`config.mk`:
```
export PLATFORM = sky130hd
export DESIGN_NAME = tone_sequencer
export DESIGN_NICKNAME = d
export VERILOG_FILES = /design/src/rtl/tone_sequencer.sv
export SDC_FILE = /design/constraint.sdc
export NUM_CORES = 1
export LEC_CHECK = 0
export ABC_AREA = 0
export CAP_MARGIN = 20
export CORE_MARGIN = 4
export CORE_UTILIZATION = 58
export DETAILED_ROUTE_END_ITERATION = 12
export HOLD_SLACK_MARGIN = 0.06
export PLACE_DENSITY = 0.82
export SYNTH_ARGS = -nofsm -noshare
export SYNTH_HDL_FRONTEND = slang
export SYNTH_SLANG_ARGS = --single-unit
```
`constraint.sdc`:
```
create_clock -name clk -period 4.6 [get_ports clk]
set_input_delay 0.69 -clock clk [delete_from_list [all_inputs] [get_ports clk]]
set_output_delay 0.69 -clock clk [all_outputs]
set_load 0.1 [all_outputs]
```
`src/rtl/tone_sequencer.sv`:
```
// Square-wave note player driven by an external combinational note ROM.
// Handles note timing, rests, one-shot/loop playback, pause and a done pulse.
module tone_sequencer #(
    parameter int unsigned NOTE_W      = 20,
    parameter int unsigned DUR_W       = 5,
    parameter int unsigned ADDR_W      = 10,
    parameter int unsigned TICK_CYCLES = 3125000,
    parameter int unsigned REST_MAX    = 1
) (
    input  logic              clk,
    input  logic              reset,
    input  logic              start,
    input  logic              stop,
    input  logic              pause,
    input  logic              loop_en,
    input  logic [ADDR_W-1:0] song_len,
    output logic [ADDR_W-1:0] sheet_index,
    input  logic [NOTE_W-1:0] sheet_note,
    input  logic [DUR_W-1:0]  sheet_dur,
    output logic              speaker,
    output logic              busy,
    output logic              done
);

    localparam int unsigned TICK_W = (TICK_CYCLES > 1) ? $clog2(TICK_CYCLES) : 1;
    localparam int unsigned IDX_W  = ADDR_W + 1;
    localparam logic [TICK_W-1:0] TICK_LAST = TICK_W'(TICK_CYCLES - 1);

    typedef enum logic [1:0] {
        IDLE  = 2'd0,
        FETCH = 2'd1,
        PLAY  = 2'd2
    } state_t;

    state_t              state;
    logic [NOTE_W-1:0]   note_r;
    logic [DUR_W-1:0]    dur_r;
    logic [NOTE_W-1:0]   tone_cnt;
    logic [TICK_W-1:0]   tick_cnt;
    logic [DUR_W-1:0]    unit_cnt;

    logic                tick_wrap;
    logic                note_end;
    logic                is_rest;
    logic                more_entries;
    logic [DUR_W-1:0]    last_unit;
    logic [NOTE_W-1:0]   half_period;

    // Note-end and tone decode; a zero duration is played as one unit.
    always_comb begin
        tick_wrap    = (tick_cnt == TICK_LAST);
        last_unit    = (dur_r == '0) ? '0 : dur_r - DUR_W'(1);
        note_end     = tick_wrap && (unit_cnt == last_unit);
        is_rest      = (note_r <= NOTE_W'(REST_MAX));
        half_period  = note_r >> 1;
        more_entries = (IDX_W'(sheet_index) + IDX_W'(1)) < IDX_W'(song_len);
    end

    always_ff @(posedge clk) begin
        if (reset) begin
            state       <= IDLE;
            sheet_index <= '0;
            speaker     <= 1'b0;
            busy        <= 1'b0;
            done        <= 1'b0;
            note_r      <= '0;
            dur_r       <= '0;
            tone_cnt    <= '0;
            tick_cnt    <= '0;
            unit_cnt    <= '0;
        end else begin
            done <= 1'b0;
            if (stop) begin
                state       <= IDLE;
                sheet_index <= '0;
                speaker     <= 1'b0;
                busy        <= 1'b0;
            end else if (start) begin
                sheet_index <= '0;
                speaker     <= 1'b0;
                if (song_len != '0) begin
                    state <= FETCH;
                    busy  <= 1'b1;
                end else begin
                    state <= IDLE;
                    busy  <= 1'b0;
                    done  <= 1'b1;
                end
            end else begin
                case (state)
                    IDLE: begin
                        speaker <= 1'b0;
                    end
                    FETCH: begin
                        note_r   <= sheet_note;
                        dur_r    <= sheet_dur;
                        tone_cnt <= '0;
                        tick_cnt <= '0;
                        unit_cnt <= '0;
                        speaker  <= 1'b0;
                        state    <= PLAY;
                    end
                    PLAY: begin
                        if (pause) begin
                            speaker <= 1'b0;
                        end else if (note_end) begin
                            speaker <= 1'b0;
                            if (more_entries) begin
                                sheet_index <= sheet_index + ADDR_W'(1);
                                state       <= FETCH;
                            end else if (loop_en) begin
                                sheet_index <= '0;
                                state       <= FETCH;
                            end else begin
                                state <= IDLE;
                                busy  <= 1'b0;
                                done  <= 1'b1;
                            end
                        end else begin
                            tick_cnt <= tick_wrap ? '0 : tick_cnt + TICK_W'(1);
                            if (tick_wrap) begin
                                unit_cnt <= unit_cnt + DUR_W'(1);
                            end
                            // Odd periods spend the extra cycle low.
                            if (is_rest) begin
                                speaker <= 1'b0;
                            end else begin
                                speaker  <= (tone_cnt < half_period);
                                tone_cnt <= (tone_cnt == note_r - NOTE_W'(1)) ?
                                            '0 : tone_cnt + NOTE_W'(1);
                            end
                        end
                    end
                    default: begin
                        state <= IDLE;
                    end
                endcase
            end
        end
    end

endmodule

```
After elaboration in Yosys (flattened, before gate mapping)
Cells that the tools add are included.

word-level totals
  bits in registers = 87
  input port bits = 41
  output and inout port bits = 13
  word-level logic and storage cells = 98

cells by class
  $add $sub $neg = 7
  $lt $le $gt $ge = 3
  eq/ne operators = 15
  multiplexer cells = 41
  bitwise logic cells = 3
  reductions and logical operators = 19

operators by type and width
  kind                                                   number
  two-way mux 20 bit                                     4
  two-way mux 22 bit                                     3
  case mux 22 bit (2 select lines)                       1
  case mux 20 bit (2 select lines)                       1
  adder 22 x 1 -> 22 bit (second input constant)         1
  == test 22 bit (second input constant)                 1
  adder 20 x 1 -> 20 bit (second input constant)         1
  == test 20 bit                                         1
  <= comparator 20 x 1 -> 1 bit (second input constant)  1
  < comparator 20 x 19 -> 1 bit                          1
  two-way mux 1 bit                                      20
  two-way mux 10 bit                                     2
  two-way mux 5 bit                                      4
  subtractor 20 x 1 -> 20 bit (second input constant)    1
  != test 2 bit (second input constant)                  8
  AND reduction 6 bit                                    2
  adder 10 x 1 -> 11 bit (second input constant)         1
  < comparator 11 x 10 -> 1 bit                          1
  adder 10 x 1 -> 10 bit (second input constant)         1
  case mux 5 bit (2 select lines)                        1
  AND reduction 5 bit                                    2
  nonzero test 10 bit                                    1
  nonzero test 2 bit                                     5
  two-way mux 2 bit                                      3
  other kinds (16)                                       21

Longest topological paths before layout
Gate-level depths: netlist of run 1.

  depth after elaboration = 8
  mapped depth = 15
  mapped depth without buffers = 14

Worst setup path after synthesis of run 1
OpenSTA, ideal clock, no wires.

  kind = reg-to-reg
  start point = register sheet_index[0]
  end point = register sheet_index[0]
  setup time = 0.128 ns
  data arrival time = 3.796 ns
  path slack = 0.676 ns
  stages on the path, launching flop included = 15
  cells stage by stage = dfxtp_1 > ha_1 > nand3_1 > or2_2 > and2_1 > or2_2 > ha_1 > a21o_1 > a21oi_1 > o21a_1 > a21oi_1 > or4_1 > clkbuf_1 > mux2i_1 > nor2_1

on the way
  cells in the longest elaborated chain, start to end = 4
  elaborated cells between the ends (all ways) = 6

ends and longest elaborated chain
  element                        RTL line  source
  start, declared                17        output logic [ADDR_W-1:0] sheet_index,
  start signal, assigned         109       sheet_index <= sheet_index + ADDR_W'(1);
  adder 10 x 1 -> 11 bit         56        more_entries = (IDX_W'(sheet_index) + IDX_W'(1)) < IDX_W'(song_len);
  < comparator 11 x 10 -> 1 bit  56
  nonzero test 2 bit (no line)   --
  AND reduction 4 bit (no line)  --

Parallel ways exist; a longest one is shown, timed or not.
A chain may end at the register's enable or synchronous reset.

Final worst setup path of run 1
  start point = register sheet_index[0]
  end point = register sheet_index[5]

Same word-level chain as after synthesis.

==> flow_metrics.py, run 1 <==
metrics = {
    "floorplanning": {
        "io_pins": 54,
        "die_area_um2": 11490,
        "die_h_um": 107.2,
        "start_util": 0.6060,
        "rows": 35,
        "die_w_um": 107.2,
        "core-area_um2": 9415,
    },
    "layout": {
        "nFillCells": 802,
        "finalNetCount": 849,
        "final_area_um2": 6509,
        "insertedDiodeCount": 0,
        "seqCellArea_um2": 1742,
        "drive_above_1_share": 0.06033,
        "syn2layout_area_growth_pct": 14.08,
        "multiInputGateArea_um2": 3691,
    },
    "run": {
        "maxCapViolCount": 0,
    },
    "placement": {
        "place_ws_ns": 0.7506,
        "dpl.hpwl_um": 10710,
        "port_buffers": 53,
        "dpl_cell_area_um2": 6294,
        "gp_congestion": 0.8875,
    },
    "grt": {
        "grt_pass1_vias": 5115,
        "grt_max_degree": 40,
        "grt_overflow": 0,
        "grt_pass1_wl_um": 23720,
        "grt_use_met1": 0.3362,
        "antenna_found_initial": 0,
        "grt_use_met2": 0.4187,
        "busiest_layer": "met2",
        "grt_use_met3": 0.03131,
        "track_usage": 0.2502,
    },
    "timing": {
        "setup_viol": 0,
        "finalSetupTns_ns": 0,
        "maxSlewViolCount": 0,
        "period_minus_slack_ns": 3.756,
        "hold_violations": 0,
        "rsz0062_at_grt": "false",
        "setup_slack_ns": 0.8445,
        "worst_pin_slew_ns": 0.9971,
        "slew_headroom": 0.3291,
        "fin_skew_ns": 0.01882,
        "fmax_mhz": 266.3,
        "fin_crit_sh": 0.8164,
    },
    "power": {
        "p_clk_frac": 0.382,
        "p_switching_uw": 390.5,
        "powerDensity_nw_per_um2": 219.1,
        "seq_power_share": 0.533,
        "p_leak_uw": 0.002366,
        "intPower_uw": 1035,
        "swShare": 0.2738,
        "ir_worst_vdd_mv": 0.1514,
        "power_frac_comb": 0.086,
    },
    "outcome": {
        "outcome": "finished, final reports clean",
    },
    "yosys": {
        "synth_edf_count": 0,
        "syn_area_um2": 5705,
        "syn_inst": 736,
        "yosys_warnings": 0,
        "ys_seq_area_frac": 0.3053,
        "yosysTopAreaCell": "dfxtp_1",
        "synth_top_area_share": 0.3053,
        "yosys_register_bits": 87,
        "netlist_top_cells_area": "dfxtp_1, ha_1, nand2_1, xnor2_1, a21oi_1",
        "postSynthAreaPerCell_um2": 7.752,
        "synth_cell_types": 66,
        "async_reset_ff_frac": 0,
        "ys.flop_type": "dfxtp_1",
        "synth_nets": 811,
    },
    "cts": {
        "cts_hold_buf": 0,
        "clk_pin_slew_ns": 0.10,
        "cts_root_buf": "clkbuf_8",
        "cts_tree": "done",
        "cts_resized": 0,
        "clkLatencyLatePin_ns": 0.37,
        "cts_inserted_buffers": 9,
        "cts_sinks": 87,
        "cts_buffer_depth": 2,
        "htree_levels": 3,
        "cts_post_setup_buffers_inserted": 0,
    },
    "worst_setup_path": {
        "crit_arrival_ns": 4.05,
        "startpoint_type": "flip-flop",
        "end_kind": "flip-flop",
        "path_max_fanout": 6,
        "crit_required_ns": 4.89,
        "crit_type": "reg -> reg",
    },
    "worst_hold_path": {
        "hp-class": "reg -> reg",
    },
    "route": {
        "drtAntennaViolNets": 0,
        "vias": 5459,
        "viasPerCell": 6.012,
        "drt_iter0_drc": 395,
        "wl_um": 14140,
        "wl_per_cell_um": 15.57,
        "dr.pass1.iters": 5,
        "route.detailed.drc": 0,
    },
}
[metrics by stage]
step / utilization / hold slack (ns) / total power (µW) / cells
final: 0.6913 / 0.4847 / 1426 / 908
after global routing: 0.6913 / 0.5302 / 1480 / 908
after CTS: 0.6908 / 0.4837 / 1436 / 907
after detailed placement: 0.6684 / 0.4692 / 897.1 / 891
after global placement: 0.6684 / 0.4651 / 893.3 / 891
after floorplan: - / 0.4494 / 843.6 / 736
[worst max-delay path, stage by stage, from the launching register on]
cell and delay, ns:
dfxtp_1 0.47, ha_1 0.26, nand3_1 0.13, or2_2 0.34
and2_1 0.17, or2_2 0.30, ha_1 0.29, a21o_1 0.16
a21oi_1 0.14, o21a_1 0.18, nand2_1 0.08, nor4_1 0.76
o21ai_0 0.22, a21oi_1 0.19
[per-layer routing]
| layer | vias to the layer above | routed length (µm) |
|---|---|---|
| met5 | - | 0 |
| met4 | 0 | 267 |
| met3 | 28 | 887 |
| met2 | 189 | 6658 |
| met1 | 2545 | 6321 |
| li1 | 2697 | - |
[path summary, 6_finish.rpt]
check / startpoint / endpoint / slack [ns] / cells past startpoint
worst min register to register: dur_r[0] / dur_r[0] / 0.48 / 2
worst max register to register: sheet_index[0] / sheet_index[5] / 0.84 / 13
worst max-delay path: sheet_index[0] / sheet_index[5] / 0.84 / 13
worst min-delay path: dur_r[0] / dur_r[0] / 0.48 / 2
[registers in the layout (all words and copies together) (netlist names)]
register	cells
done	1
sheet_index	10
state	2
busy	1
tone_cnt	20
dur_r	5
speaker	1
tick_cnt	22
note_r	20
unit_cnt	5
[placed cells by master, fill, tap and decap left out, types with 5 or more instances in the layout]
| master | n |
|---|---|
| mux2i_1 | 5 |
| clkdlybuf4s50_1 | 53 |
| or3_1 | 5 |
| a22o_1 | 14 |
| or4_1 | 9 |
| nand2b_1 | 12 |
| nand4_1 | 10 |
| dfxtp_1 | 87 |
| xnor2_1 | 39 |
| nor3_1 | 35 |
| clkbuf_8 | 9 |
| inv_1 | 37 |
| xor2_1 | 14 |
| o211ai_1 | 5 |
| o21ai_0 | 29 |
| nand2_1 | 92 |
| a21o_1 | 9 |
| a21oi_1 | 49 |
| and3_1 | 19 |
| nor2b_1 | 19 |
| nor2_1 | 54 |
| or2_2 | 8 |
| nor4_1 | 17 |
| nand3_1 | 33 |
| ha_1 | 34 |
[final cells by class]
type | count | area share
Multi-Input combinational cell | 581 | 0.5671
Sequential cell | 87 | 0.2676
Timing Repair Buffer | 58 | 0.08689
Tap cell | 129 | 0.02480
Inverter | 37 | 0.02134
Clock buffer | 9 | 0.01903
Clock inverter | 7 | 0.01326
[cells in the mapped netlist (all sizes together), types with 7 or more instances]
cell type / n
nand3: 33
buf: 7
inv: 37
a22o: 14
or2: 8
ha: 34
a21oi: 49
nor3: 38
nor2b: 19
or4: 11
nand2b: 12
nand2: 93
a21o: 9
and3: 19
dfxtp: 87
xnor2: 39
nand4: 10
clkbuf: 24
o21ai: 31
nor4: 17
nor2: 55
xor2: 14
[cell families after synthesis]
logic type,count (synthesis),synth area share
multiplexers,6,0.01075
AND/OR/NAND/NOR,344,0.3118
AO/OA/AOI/OAI,144,0.1664
buffers and inverters,68,0.04978
adder cells (fa/ha/maj),34,0.07456
flip-flops,87,0.3053
XOR/XNOR,53,0.08136
[power by group through the flow]
| stage | Sequential [µW] | Clock, µW | Combinational (µW) |
|---|---|---|---|
| 3_5_place_dp | 777 | 0 | 120 |
| 6_report | 760 | 544 | 122 |
| 4_1_cts | 760 | 556 | 121 |
| 5_1_grt | 761 | 587 | 132 |
| 2_1_floorplan | 780 | 0 | 63.4 |
| 3_3_place_gp | 777 | 0 | 116 |
No activity file was read; power rests on OpenSTA's default activity.
==> run 2: changes to the inputs <==
CORE_UTILIZATION = 53   (was 58)
PLACE_DENSITY = 0.79   (was 0.82)
clock period = 3.45 ns   (was 4.6 ns; I/O delays follow)
==> flow_metrics.py, run 2 (synthesis results as in run 1) <==
metrics = {
    "layout": {
        "insertedDiodeCount": 0,
        "finalNetCount": 866,
        "drive_above_1_share": 0.09296,
        "top_regs": "tick_cnt: 22 flops, note_r: 20 flops, tone_cnt: 20 flops",
        "final_area_um2": 6720,
        "largest_register": "tick_cnt",
        "largest_reg_flops": 22,
        "final_cell_mix": "nand2_1, dfxtp_1, nor2_1, clkdlybuf4s50_1, a21oi_1",
        "layout_commonest_cell": "nand2_1",
        "syn2layout_area_growth_pct": 17.79,
        "finish.utilization": 0.6452,
    },
    "grt": {
        "busiest_layer": "met2",
        "grt_use_met1": 0.2906,
        "track_usage": 0.2236,
        "grt_use_met2": 0.3753,
        "grt_pass1_vias": 5141,
        "grt_max_degree": 40,
        "grt_overflow": 0,
        "antenna_found_initial": 0,
        "grt_pass1_wl_um": 23560,
        "grt_use_met3": 0.03587,
    },
    "cts": {
        "cts_root_buf": "clkbuf_8",
        "cts_sinks": 87,
        "clk_pin_slew_ns": 0.09,
        "cts_tree": "done",
        "cts_inserted_buffers": 9,
        "htree_levels": 3,
        "cts_buffer_depth": 2,
        "clkLatencyLatePin_ns": 0.37,
    },
    "route": {
        "route.detailed.drc": 0,
        "dr.pass1.iters": 6,
        "vias": 5561,
        "viasPerCell": 5.967,
        "drt_iter0_drc": 312,
        "wl_um": 14280,
        "drtAntennaViolNets": 0,
        "wl_per_cell_um": 15.32,
    },
    "worst_setup_path": {
        "path_max_fanout": 15,
        "end_kind": "flip-flop",
        "rrSetupSlack_ns": 0.11,
        "critPathBufInv": 0,
        "crit_arrival_ns": 3.59,
        "r2r-end": "tone_cnt[0]",
        "cpPeakStageDelay_ns": 0.59,
        "crit_slowest_cell": "or4_4",
        "cp_cell_sequence": "or4_4 -> or3_1 -> a2111oi_4 -> nand3_1 -> or4_1 -> o31ai_4 -> nor2_2 -> mux2_2",
        "startpoint_type": "flip-flop",
        "timing.rr.start": "note_r[0]",
        "crit_type": "reg -> reg",
        "rr_worst_depth": 8,
        "timing.critical_path.max_delay_family": "simple AND/OR/NAND/NOR gates",
        "crit_required_ns": 3.70,
    },
    "timing": {
        "fmax_mhz": 299.3,
        "rsz0062_at_grt": "true",
        "period_minus_slack_ns": 3.341,
        "hold_violations": 0,
        "slew_headroom": 0.3243,
        "worst_pin_slew_ns": 1.010,
        "setup_viol": 0,
        "fin_crit_sh": 0.9683,
        "fin_skew_ns": 0.01253,
        "maxSlewViolCount": 0,
    },
    "run": {
        "maxCapViolCount": 0,
    },
    "power": {
        "p_leak_uw": 0.002475,
        "p_total_uw": 1996,
        "powerDensity_nw_per_um2": 297.0,
        "ir_worst_vdd_mv": 0.1983,
    },
    "placement": {
        "port_buffers": 53,
        "dpl.hpwl_um": 10900,
        "dpl_cell_area_um2": 6460,
        "gp_congestion": 0.9643,
    },
    "worst_hold_path": {
        "hold_start": "dur_r[1]",
        "hp-class": "reg -> reg",
        "worstHoldPathCells": 2,
        "hold_path_end": "dur_r[1]",
    },
    "floorplanning": {
        "start_util": 0.5477,
        "die_w_um": 111.8,
        "rows": 37,
        "io_pins": 54,
        "die_h_um": 111.8,
        "die_area_um2": 12490,
        "core-area_um2": 10420,
    },
    "outcome": {
        "outcome": "finished, final reports clean",
    },
}
==> run 2: cell types whose count changed in the layout (fill, tap and decap cells not counted), sizes merged <==
cell and delta:
buf +18, bufinv +2, clkbuf +2, clkinv -1
inv -4
==> run 2: through the flow <==
step | TNS (ns) | setup slack [ns] | instances | hold WS [ns]
3_5_place_dp | 0 | 0.1114 | 916 | 0.4714
4_1_cts | 0 | 0.09708 | 932 | 0.4828
6_report | 0 | 0.1094 | 932 | 0.4838
5_1_grt | -0.007395 | -0.007395 | 932 | 0.5002
2_1_floorplan | 0 | 0.1102 | 736 | 0.4494
3_3_place_gp | 0 | 0.2246 | 916 | 0.4710
==> run 2: report_power, final <==
part	switching, µW	internal (µW)	leakage [µW]
combinational	83.9	83.8	0.00165
clock	366	455	0.000116
sequential	4.26	1000	0.000707
==> run 2: timing repair <==
action,in CTS,in global routing
setup endpoints to repair,0,29
hold buffers,0,0
hold endpoints to repair,0,0
gates resized for setup,0,5
setup buffers,0,0
==> run 2: how the worst max path moves through the flow <==
stage                         from              to  slack [ns]  cells past startpoint
floorplan           sheet_index[0]  sheet_index[0]        0.11                     14
global placement    sheet_index[0]  sheet_index[0]        0.22                     13
detailed placement  sheet_index[0]  sheet_index[0]        0.11                     13
CTS                 sheet_index[0]  sheet_index[0]         0.1                     13
global route              dur_r[0]     tone_cnt[0]      -0.007                     11
finish                   note_r[0]     tone_cnt[0]        0.11                      8
==> run 2: per-layer routing <==
layer / share of wire / wire (µm)
met3: 0.055 / 790
met2: 0.48 / 6811
met1: 0.44 / 6347
met4: 0.023 / 329
met5: 0 / 0
==> run 2: tightest hold or removal path, cell delays in order, from the launching register on <==
cell and delay, ns:
dfxtp_1 0.33, nand2_1 0.06, a21oi_1 0.05
==> run 2: area by class of cell <==
| class | count | area [µm²] |
|---|---|---|
| multi-input combinational | 581 | 3717 |
| fill | 898 | 3696 |
| sequential | 87 | 1764 |
| timing repair buffer | 75 | 695.7 |
| tap | 136 | 170.2 |
| clock buffer | 12 | 156.4 |
| inverter | 37 | 138.9 |
| clock inverter | 4 | 77.57 |
